--- src/rtl/nn_pkg.sv ---
// Shared fixed-point datapath defaults and FSM state type for the NN post-processing blocks.
package nn_pkg;

    localparam int NN_DIM     = 8;
    localparam int NN_NUM_BIT = 16;
    localparam int NN_FRAC    = 8;

    typedef logic signed [NN_NUM_BIT-1:0] fx_t;

    typedef enum logic [1:0] {
        ST_IDLE  = 2'd0,
        ST_ACCUM = 2'd1,
        ST_FINAL = 2'd2,
        ST_OUT   = 2'd3
    } acc_state_e;

endpackage

--- src/rtl/acc_lane.sv ---
// One lane of acc_act: bias-loaded accumulator, optional ReLU (ACC_RELU_EN) and signed saturation
// into a registered NUM_BIT result.
module acc_lane
    import nn_pkg::*;
#(
    parameter int NUM_BIT = NN_NUM_BIT,
    parameter int ACC_BIT = NN_NUM_BIT + 3
)(
    input  logic               clk,
    input  logic               rst,
    input  logic               load,
    input  logic               add,
    input  logic               capture,
    input  logic [NUM_BIT-1:0] bias,
    input  logic [NUM_BIT-1:0] wx,
    output logic [NUM_BIT-1:0] y
);

    localparam logic signed [ACC_BIT-1:0] SAT_MAX =
        {{(ACC_BIT-NUM_BIT+1){1'b0}}, {(NUM_BIT-1){1'b1}}};
    localparam logic signed [ACC_BIT-1:0] SAT_MIN =
        {{(ACC_BIT-NUM_BIT+1){1'b1}}, {(NUM_BIT-1){1'b0}}};

    logic signed [ACC_BIT-1:0] acc_q;
    logic signed [ACC_BIT-1:0] bias_ext;
    logic signed [ACC_BIT-1:0] wx_ext;
    logic signed [ACC_BIT-1:0] act_v;
    logic        [NUM_BIT-1:0] y_sat;
    logic        [NUM_BIT-1:0] y_q;

    assign bias_ext = {{(ACC_BIT-NUM_BIT){bias[NUM_BIT-1]}}, bias};
    assign wx_ext   = {{(ACC_BIT-NUM_BIT){wx[NUM_BIT-1]}}, wx};

    always_comb begin
        act_v = acc_q;
`ifdef ACC_RELU_EN
        if (acc_q < 0) begin
            act_v = '0;
        end
`endif
        y_sat = act_v[NUM_BIT-1:0];
        if (act_v > SAT_MAX) begin
            y_sat = SAT_MAX[NUM_BIT-1:0];
        end else if (act_v < SAT_MIN) begin
            y_sat = SAT_MIN[NUM_BIT-1:0];
        end
    end

    always_ff @(posedge clk) begin
        if (rst) begin
            acc_q <= '0;
            y_q   <= '0;
        end else begin
            if (load) begin
                acc_q <= bias_ext;
            end else if (add) begin
                acc_q <= acc_q + wx_ext;
            end
            if (capture) begin
                y_q <= y_sat;
            end
        end
    end

    assign y = y_q;

endmodule

--- src/rtl/acc_act.sv ---
// Post-MVM accumulate/bias/activation stage: sums NUM_PASS partial vectors plus bias, saturates,
// and hands the result downstream over valid/ready. ReLU is enabled by defining ACC_RELU_EN.
module acc_act
    import nn_pkg::*;
#(
    parameter int DIM      = NN_DIM,
    parameter int NUM_BIT  = NN_NUM_BIT,
    parameter int FRAC     = NN_FRAC,
    parameter int NUM_PASS = 4,
    parameter int ACC_BIT  = NUM_BIT + $clog2(NUM_PASS) + 1
)(
    input  logic                          i_clk_acc,
    input  logic                          i_rst_acc,
    input  logic                          i_start_acc,
    input  logic [DIM-1:0][NUM_BIT-1:0]   i_bias_acc,
    input  logic                          i_wx_valid,
    input  logic [DIM-1:0][NUM_BIT-1:0]   i_wx_result,
    output logic                          o_busy,
    output logic                          o_drop,
    output logic                          o_y_valid,
    input  logic                          i_y_ready,
    output logic [DIM-1:0][NUM_BIT-1:0]   o_y_result
);

    localparam int CNT_W = $clog2(NUM_PASS + 1);

    if (NUM_PASS < 1 || FRAC >= NUM_BIT) begin : g_param_check
        $error("acc_act: NUM_PASS must be >= 1 and FRAC < NUM_BIT");
    end

    acc_state_e       state_q, state_d;
    logic [CNT_W-1:0] cnt_q, cnt_d;
    logic             drop_q, drop_d;
    logic             lane_load, lane_add, lane_final;

    always_ff @(posedge i_clk_acc) begin
        if (i_rst_acc) begin
            state_q <= ST_IDLE;
            cnt_q   <= '0;
            drop_q  <= 1'b0;
        end else begin
            state_q <= state_d;
            cnt_q   <= cnt_d;
            drop_q  <= drop_d;
        end
    end

    // Start overrides every state, including a pending or simultaneously accepted OUT vector.
    always_comb begin
        state_d    = state_q;
        cnt_d      = cnt_q;
        drop_d     = 1'b0;
        lane_load  = 1'b0;
        lane_add   = 1'b0;
        lane_final = 1'b0;
        if (i_start_acc) begin
            state_d   = ST_ACCUM;
            cnt_d     = '0;
            lane_load = 1'b1;
            drop_d    = i_wx_valid;
        end else begin
            case (state_q)
                ST_IDLE: begin
                    drop_d = i_wx_valid;
                end
                ST_ACCUM: begin
                    if (i_wx_valid) begin
                        lane_add = 1'b1;
                        cnt_d    = cnt_q + CNT_W'(1);
                        if (cnt_q == CNT_W'(NUM_PASS - 1)) begin
                            state_d = ST_FINAL;
                        end
                    end
                end
                ST_FINAL: begin
                    lane_final = 1'b1;
                    drop_d     = i_wx_valid;
                    state_d    = ST_OUT;
                end
                ST_OUT: begin
                    drop_d = i_wx_valid;
                    if (i_y_ready) begin
                        state_d = ST_IDLE;
                    end
                end
                default: begin
                    state_d = ST_IDLE;
                end
            endcase
        end
    end

    assign o_busy    = (state_q != ST_IDLE);
    assign o_y_valid = (state_q == ST_OUT);
    assign o_drop    = drop_q;

    for (genvar g = 0; g < DIM; g++) begin : g_lane
        acc_lane #(
            .NUM_BIT (NUM_BIT),
            .ACC_BIT (ACC_BIT)
        ) u_lane (
            .clk     (i_clk_acc),
            .rst     (i_rst_acc),
            .load    (lane_load),
            .add     (lane_add),
            .capture (lane_final),
            .bias    (i_bias_acc[g]),
            .wx      (i_wx_result[g]),
            .y       (o_y_result[g])
        );
    end

endmodule

--- config.mk ---
export PLATFORM = sky130hd
export DESIGN_NAME = acc_act
export DESIGN_NICKNAME = d
export VERILOG_FILES = /design/src/rtl/nn_pkg.sv /design/src/rtl/acc_lane.sv /design/src/rtl/acc_act.sv
export SDC_FILE = /design/constraint.sdc
export NUM_CORES = 1
export LEC_CHECK = 0
export ABC_AREA = 1
export BUFFER_PORTS_ARGS = -buffer_cell sky130_fd_sc_hd__buf_2
export CORE_MARGIN = 2
export CORE_UTILIZATION = 25
export CTS_CLUSTER_SIZE = 16
export DETAILED_ROUTE_END_ITERATION = 12
export GPL_TIMING_DRIVEN = 0
export MAX_ROUTING_LAYER = met4
export PLACE_DENSITY = 0.42
export SLEW_MARGIN = 40
export SYNTH_ARGS = -nofsm -noshare
export SYNTH_HDL_FRONTEND = slang
export SYNTH_SLANG_ARGS = --single-unit
--- constraint.sdc ---
create_clock -name i_clk_acc -period 4 [get_ports i_clk_acc]
set_input_delay 0.4 -clock i_clk_acc [delete_from_list [all_inputs] [get_ports i_clk_acc]]
set_output_delay 0.4 -clock i_clk_acc [all_outputs]
set_load 0.05 [all_outputs]
After elaboration in Yosys (flattened, before gate mapping)
Index checks and enable logic that the tools add are counted.
- bits in registers: 286
- input port bits: 261
- output and inout bits: 131
- logic and storage cells: 110
- add/sub/neg operators: 9
- magnitude comparators: 16
- equality and inequality tests: 10
- multiplexer cells: 45
- reductions and logical operators: 10
- operators by type and width (operator ; count):
    2-to-1 mux 19 bit ; 16
    2-to-1 mux 16 bit ; 16
    adder 19 x 16 -> 19 bit ; 8
    greater-than comparator 19 x 16 -> 1 bit, second input constant ; 8
    < comparator 19 x 16 -> 1 bit, second input constant ; 8
    2-to-1 mux 1 bit ; 9
    AND reduction 4 bit ; 2
    2-to-1 mux 2 bit ; 3
    != test 3 bit, second input constant ; 2
    one-hot mux 2 bit (3 select lines) ; 1
    == test 2 bit, second input constant ; 2
    != test 2 bit, second input constant ; 2
    nonzero test 2 bit ; 2
    nonzero test 4 bit ; 1
    adder 3 x 1 -> 3 bit, second input constant ; 1
    == test 3 x 2 -> 1 bit, second input constant ; 1
    != test 3 x 2 -> 1 bit, second input constant ; 1
    nonzero test 3 bit ; 1
    OR reduction 3 bit ; 1
    == test 2 x 1 -> 1 bit, second input constant ; 1
    zero test 2 bit ; 1
    != test 2 x 1 -> 1 bit, second input constant ; 1
    AND reduction 2 bit ; 1
    OR reduction 2 bit ; 1

Depth between registers and ports, before layout
- word-level depth: 5
- mapped depth: 14

Modules after synthesis
A second synthesis with hierarchy kept.
- cell total of the unflattened synthesis: 2904
- area, all modules: 19628.8 um^2
- by module, submodules not included (module ; instances ; cells each ; area an instance (um^2) ; seq. area each (um^2)):
    acc_lane at g_lane[0].u_lane ... ; 7 ; 356 ; 2396.0 ; 700.7
    acc_lane at g_lane[2].u_lane ; 1 ; 354 ; 2437.3 ; 700.7
    acc_act ; 1 ; 58 ; 419.2 ; 120.1

Least setup slack after synthesis
OpenSTA, ideal clock, no wires.
- path kind: input port to flip-flop
- from: in i_wx_result[64] (netlist bit)
- to: reg g_lane[4].u_lane.acc_q[12]
- library setup time: 115 ps
- data arrival time: 1752 ps
- setup slack: 2133 ps
- stages: 13
- buffers on the path: 0
- cell sequence: ha_1 -> inv_1 -> fa_1 -> inv_1 -> nand3_1 -> nand3_1 -> nand2_1 -> nand2_1 -> nand2_1 -> nand2_1 -> nor2_1 -> o21ai_0 -> inv_1
- longest elaborated chain between the ends: 3
- RTL lines (element ; line ; source):
    from (decl) ; acc_act.sv:17 ; input logic [DIM-1:0][NUM_BIT-1:0] i_wx_result,
    adder 19 x 16 -> 19 bit ; acc_lane.sv:57 ; acc_q <= acc_q + wx_ext;
    2-to-1 mux 19 bit ; acc_lane.sv:56 ; end else if (add) begin
    2-to-1 mux 19 bit ; acc_lane.sv:54 ; if (load) begin
    to (signal assigned) ; acc_lane.sv:55 ; acc_q <= bias_ext;
    to (signal assigned) ; acc_lane.sv:57 ;
    to (decl) ; acc_lane.sv:24 ; logic signed [ACC_BIT-1:0] acc_q;
No other way between the ends. The select of a mux whose other input is x is not followed.
A chain may end at the register's enable or synchronous reset.

Final worst setup path
- from: reg state_q[0]
- to: reg g_lane[5].u_lane.acc_q[9]
- longest elaborated chain between the ends: 4
- RTL lines (element ; line ; source):
    from (decl) ; acc_act.sv:31 ; acc_state_e state_q, state_d;
    from (signal assigned) ; acc_act.sv:42 ; state_q <= state_d;
    == test 2 x 1 -> 1 bit ; acc_act.sv:62 ; case (state_q)
    2-to-1 mux 1 bit ; acc_act.sv:62 ;
    2-to-1 mux 1 bit ; acc_act.sv:56 ; if (i_start_acc) begin
    nonzero test 2 bit (no source line) ; - ;
    to (signal assigned) ; acc_lane.sv:55 ;
    to (signal assigned) ; acc_lane.sv:57 ;
    to (decl) ; acc_lane.sv:24 ;
No other way between the ends.

==> results.toml <==
[clocking]
cts.clk_slew.worst_paths_ns = 0.06
clockBufferDepth = 3
post_cts_resized = 0
cts_buffers = 40
cts.sinks = 286
htree_levels = 2
tritoncts = "built"
cts_setup_buffers = 0
root_buffer = "clkbuf_16"
hold_buffers = 0
clkLatencyLatePin_ns = 0.58

[place]
placed_cell_area_um2 = 23100
hpwlAfterDp_um = 73000
port-buffer-count = 391
gp_congestion = 0.909

[finish]
fin_util_pct = 31.1
fillers = 8883
area_growth_pct = 23.6
fin_nets = 3869
final_cell_area_um2 = 24500
drive_gt1_share_pct = 16.7
regArea_um2 = 5730
multi_input_area_um2 = 12100

[route]
drcViolationCount = 0
dr.pass1.iters = 8
wire_per_inst_um = 20.4
vias_per_cell = 4.68
ant_nets = 0
drtIter0Drc = 1214
via_count = 21223
drt_wl_total_um = 92700

[min_path]
hold_path.class = "input pin to flop"
hold-path-cell-count = 3
hold-path-endpoint = "g_lane[4].u_lane.acc_q[0]$_SDFFE_PP0P_"
hold_start = "i_bias_acc[64]"

[yosys]
syn_nets = 3436
syn_avg_cell_area_um2 = 6.58
yosys_register_bits = 286
synthFlopType = "dfxtp_1"
netlist.area_leader.share_pct = 28.8
syn_inst = 3016
yosysTopAreaCell = "dfxtp_1"
yosysMostFrequentCell = "nand2_1"
synth-seq-area-share_pct = 28.8
netlist_top_cells_count = "831 x nand2_1, 365 x inv_1, 324 x a21oi_1"
synth-async-reset-ratio_pct = 0
synth_cell_types = 43
yosysWarningCount = 0
syn_area_um2 = 19800
synth.area.top_cells = "dfxtp_1 29%, nand2_1 16%, ha_1 9.5%, a21oi_1 8.2%, inv_1 6.9%"
synth_edf_count = 0

[sta]
fin_crit_ns = 2.44
skew_ns = 0.0300
max_freq_ghz = 0.410
drv_slew = 0
grt_setup_unrepaired = "false"
setup_violations = 0
period_share_pct = 61.0
worst_pin_slew_ns = 0.798
relSlewSlack_pct = 46.8
tns_ns = 0
hold_viol = 0

[worst_setup_path]
path_class = "flop to flop"
reg2reg_depth = 8
cp-start-kind = "flop"
critPathArrivalTime_ns = 2.89
cp_data_required_time_ns = 4.45
reg2reg_setup_slack_ns = 1.56
crit_path_end_kind = "flop"
timing.rr.end = "g_lane[5].u_lane.acc_q[9]$_SDFFE_PP0P_"
rr_startpoint = "state_q[0]$_SDFFE_PP0P_"
critical_path.max_fanout = 11

[global_routing]
antenna_found_initial = 16
grt_use_total_pct = 22.7
grt.overflow.total = 0
grt_max_degree = 12
grt_pass1_wl_um = 133000
grt_pass1_vias = 20601

[job]
cap_viol_max_count = 0

[die]
die_h_um = 286
core_area_um2 = 78700
die_w_um = 286
dieArea_um2 = 81700
start_util_pct = 25.2
num_rows = 103
ioPinCount = 392

[power]
p_total_w = 0.00935
power.density_nw_per_um2 = 381
irDropWorstVdd_uv = 210
p_int_w = 0.00613
leakagePower_nw = 12.2
combPwrFrac_pct = 25.7
switching_share_pct = 34.5
p_seq_share_pct = 33.8
p_clk_share_pct = 40.5
p_sw_w = 0.00322

[outcome]
status = "finished, final reports clean"
==> stage by stage <==
step                worst slack, ns  std cells  hold WS (ns)
CTS                            1.41       4527        0.0775
global route                   1.42       4536         0.102
finish                         1.56       4538         0.109
global placement               1.19       4457         0.451
detailed placement             1.44       4457         0.452
floorplan                      2.13       3016         0.449
==> power by group through the flow <==
stage | Sequential, W | Clock, W | Combinational (W)
after floorplan | 0.00324 | 0 | 0.00152
after global placement | 0.00322 | 0 | 0.00240
after detailed placement | 0.00322 | 0 | 0.00239
after CTS | 0.00316 | 0.00390 | 0.00241
after global routing | 0.00318 | 0.00400 | 0.00269
final | 0.00316 | 0.00379 | 0.00240
==> how the worst max path moves through the flow <==
stage                                        from                                       to  slack, ns
final                     state_q[0]$_SDFFE_PP0P_   g_lane[5].u_lane.acc_q[9]$_SDFFE_PP0P_       1.56
after global routing      state_q[0]$_SDFFE_PP0P_   g_lane[3].u_lane.acc_q[9]$_SDFFE_PP0P_       1.42
after CTS                 state_q[0]$_SDFFE_PP0P_   g_lane[5].u_lane.acc_q[9]$_SDFFE_PP0P_       1.41
after detailed placement  state_q[0]$_SDFFE_PP0P_   g_lane[5].u_lane.acc_q[9]$_SDFFE_PP0P_       1.44
after global placement                  i_rst_acc   g_lane[2].u_lane.acc_q[4]$_SDFFE_PP0P_       1.19
after floorplan                   i_wx_result[64]  g_lane[4].u_lane.acc_q[12]$_SDFFE_PP0P_       2.13
==> layout make-up <==
cell class / count / share of cell area, %
Antenna cell: 11 / 0.112
Inverter: 371 / 5.69
Clock buffer: 54 / 4.63
Tap cell: 1050 / 5.36
Clock inverter: 16 / 0.883
Timing Repair Buffer: 391 / 7.98
Sequential cell: 286 / 23.3
Buffer: 110 / 2.70
Multi-Input combinational cell: 2249 / 49.3
==> registers in the layout (all words and copies together), names as in the netlist <==
register and flops:
g_lane.u_lane.acc_q 152, o_drop 1, state_q 2, g_lane.u_lane.y 128
cnt_q 3
==> cells in the final DEF, fill, tap and decap left out, drive strengths merged <==
cell and n:
o211ai 5, o31ai 1, a21oi 332, a22o 26, a21o 4, nor3 22
o21bai 5, a31oi 25, clkbuf 100, nand3 210, a211oi 7, buf 455
nand2 833, xnor2 21, dfxtp 286, o221a 32, clkinvlp 3, nor2 225
bufinv 5, fa 8, inv 368, o221ai 23, xor2 34, o21ai 227
or2 12, and2 16, clkinv 11, a31o 5, nand4 5, nand3b 20
ha 151, diode 11
==> cells by family after synthesis <==
| family | share of synthesized area (%) |
|---|---|
| AO/OA/AOI/OAI | 20.4 |
| XOR/XNOR | 2.43 |
| adder cells (fa/ha/maj) | 10.3 |
| buffers and inverters | 10.2 |
| flip-flops | 28.8 |
| AND/OR/NAND/NOR | 27.8 |
==> worst max-delay path: stages, from the launching register on <==
cell and delay [ns]:
dfxtp_1 0.42, ha_1 0.27, nand2_2 0.17, nor2_4 0.26, buf_4 0.34, buf_2 0.43
o21ai_0 0.25, nand2_1 0.12, inv_1 0.04
==> metal layers <==
| layer | wire length, um | share of wire, % | global-route usage, % |
|---|---|---|---|
| met5 | 0 | 0 | - |
| met4 | 3250 | 3.5 | 8.14 |
| met3 | 4340 | 4.7 | 3.90 |
| met2 | 42700 | 46 | 36.5 |
| met1 | 42400 | 46 | 28.5 |
No activity file was read; power rests on OpenSTA's default activity.
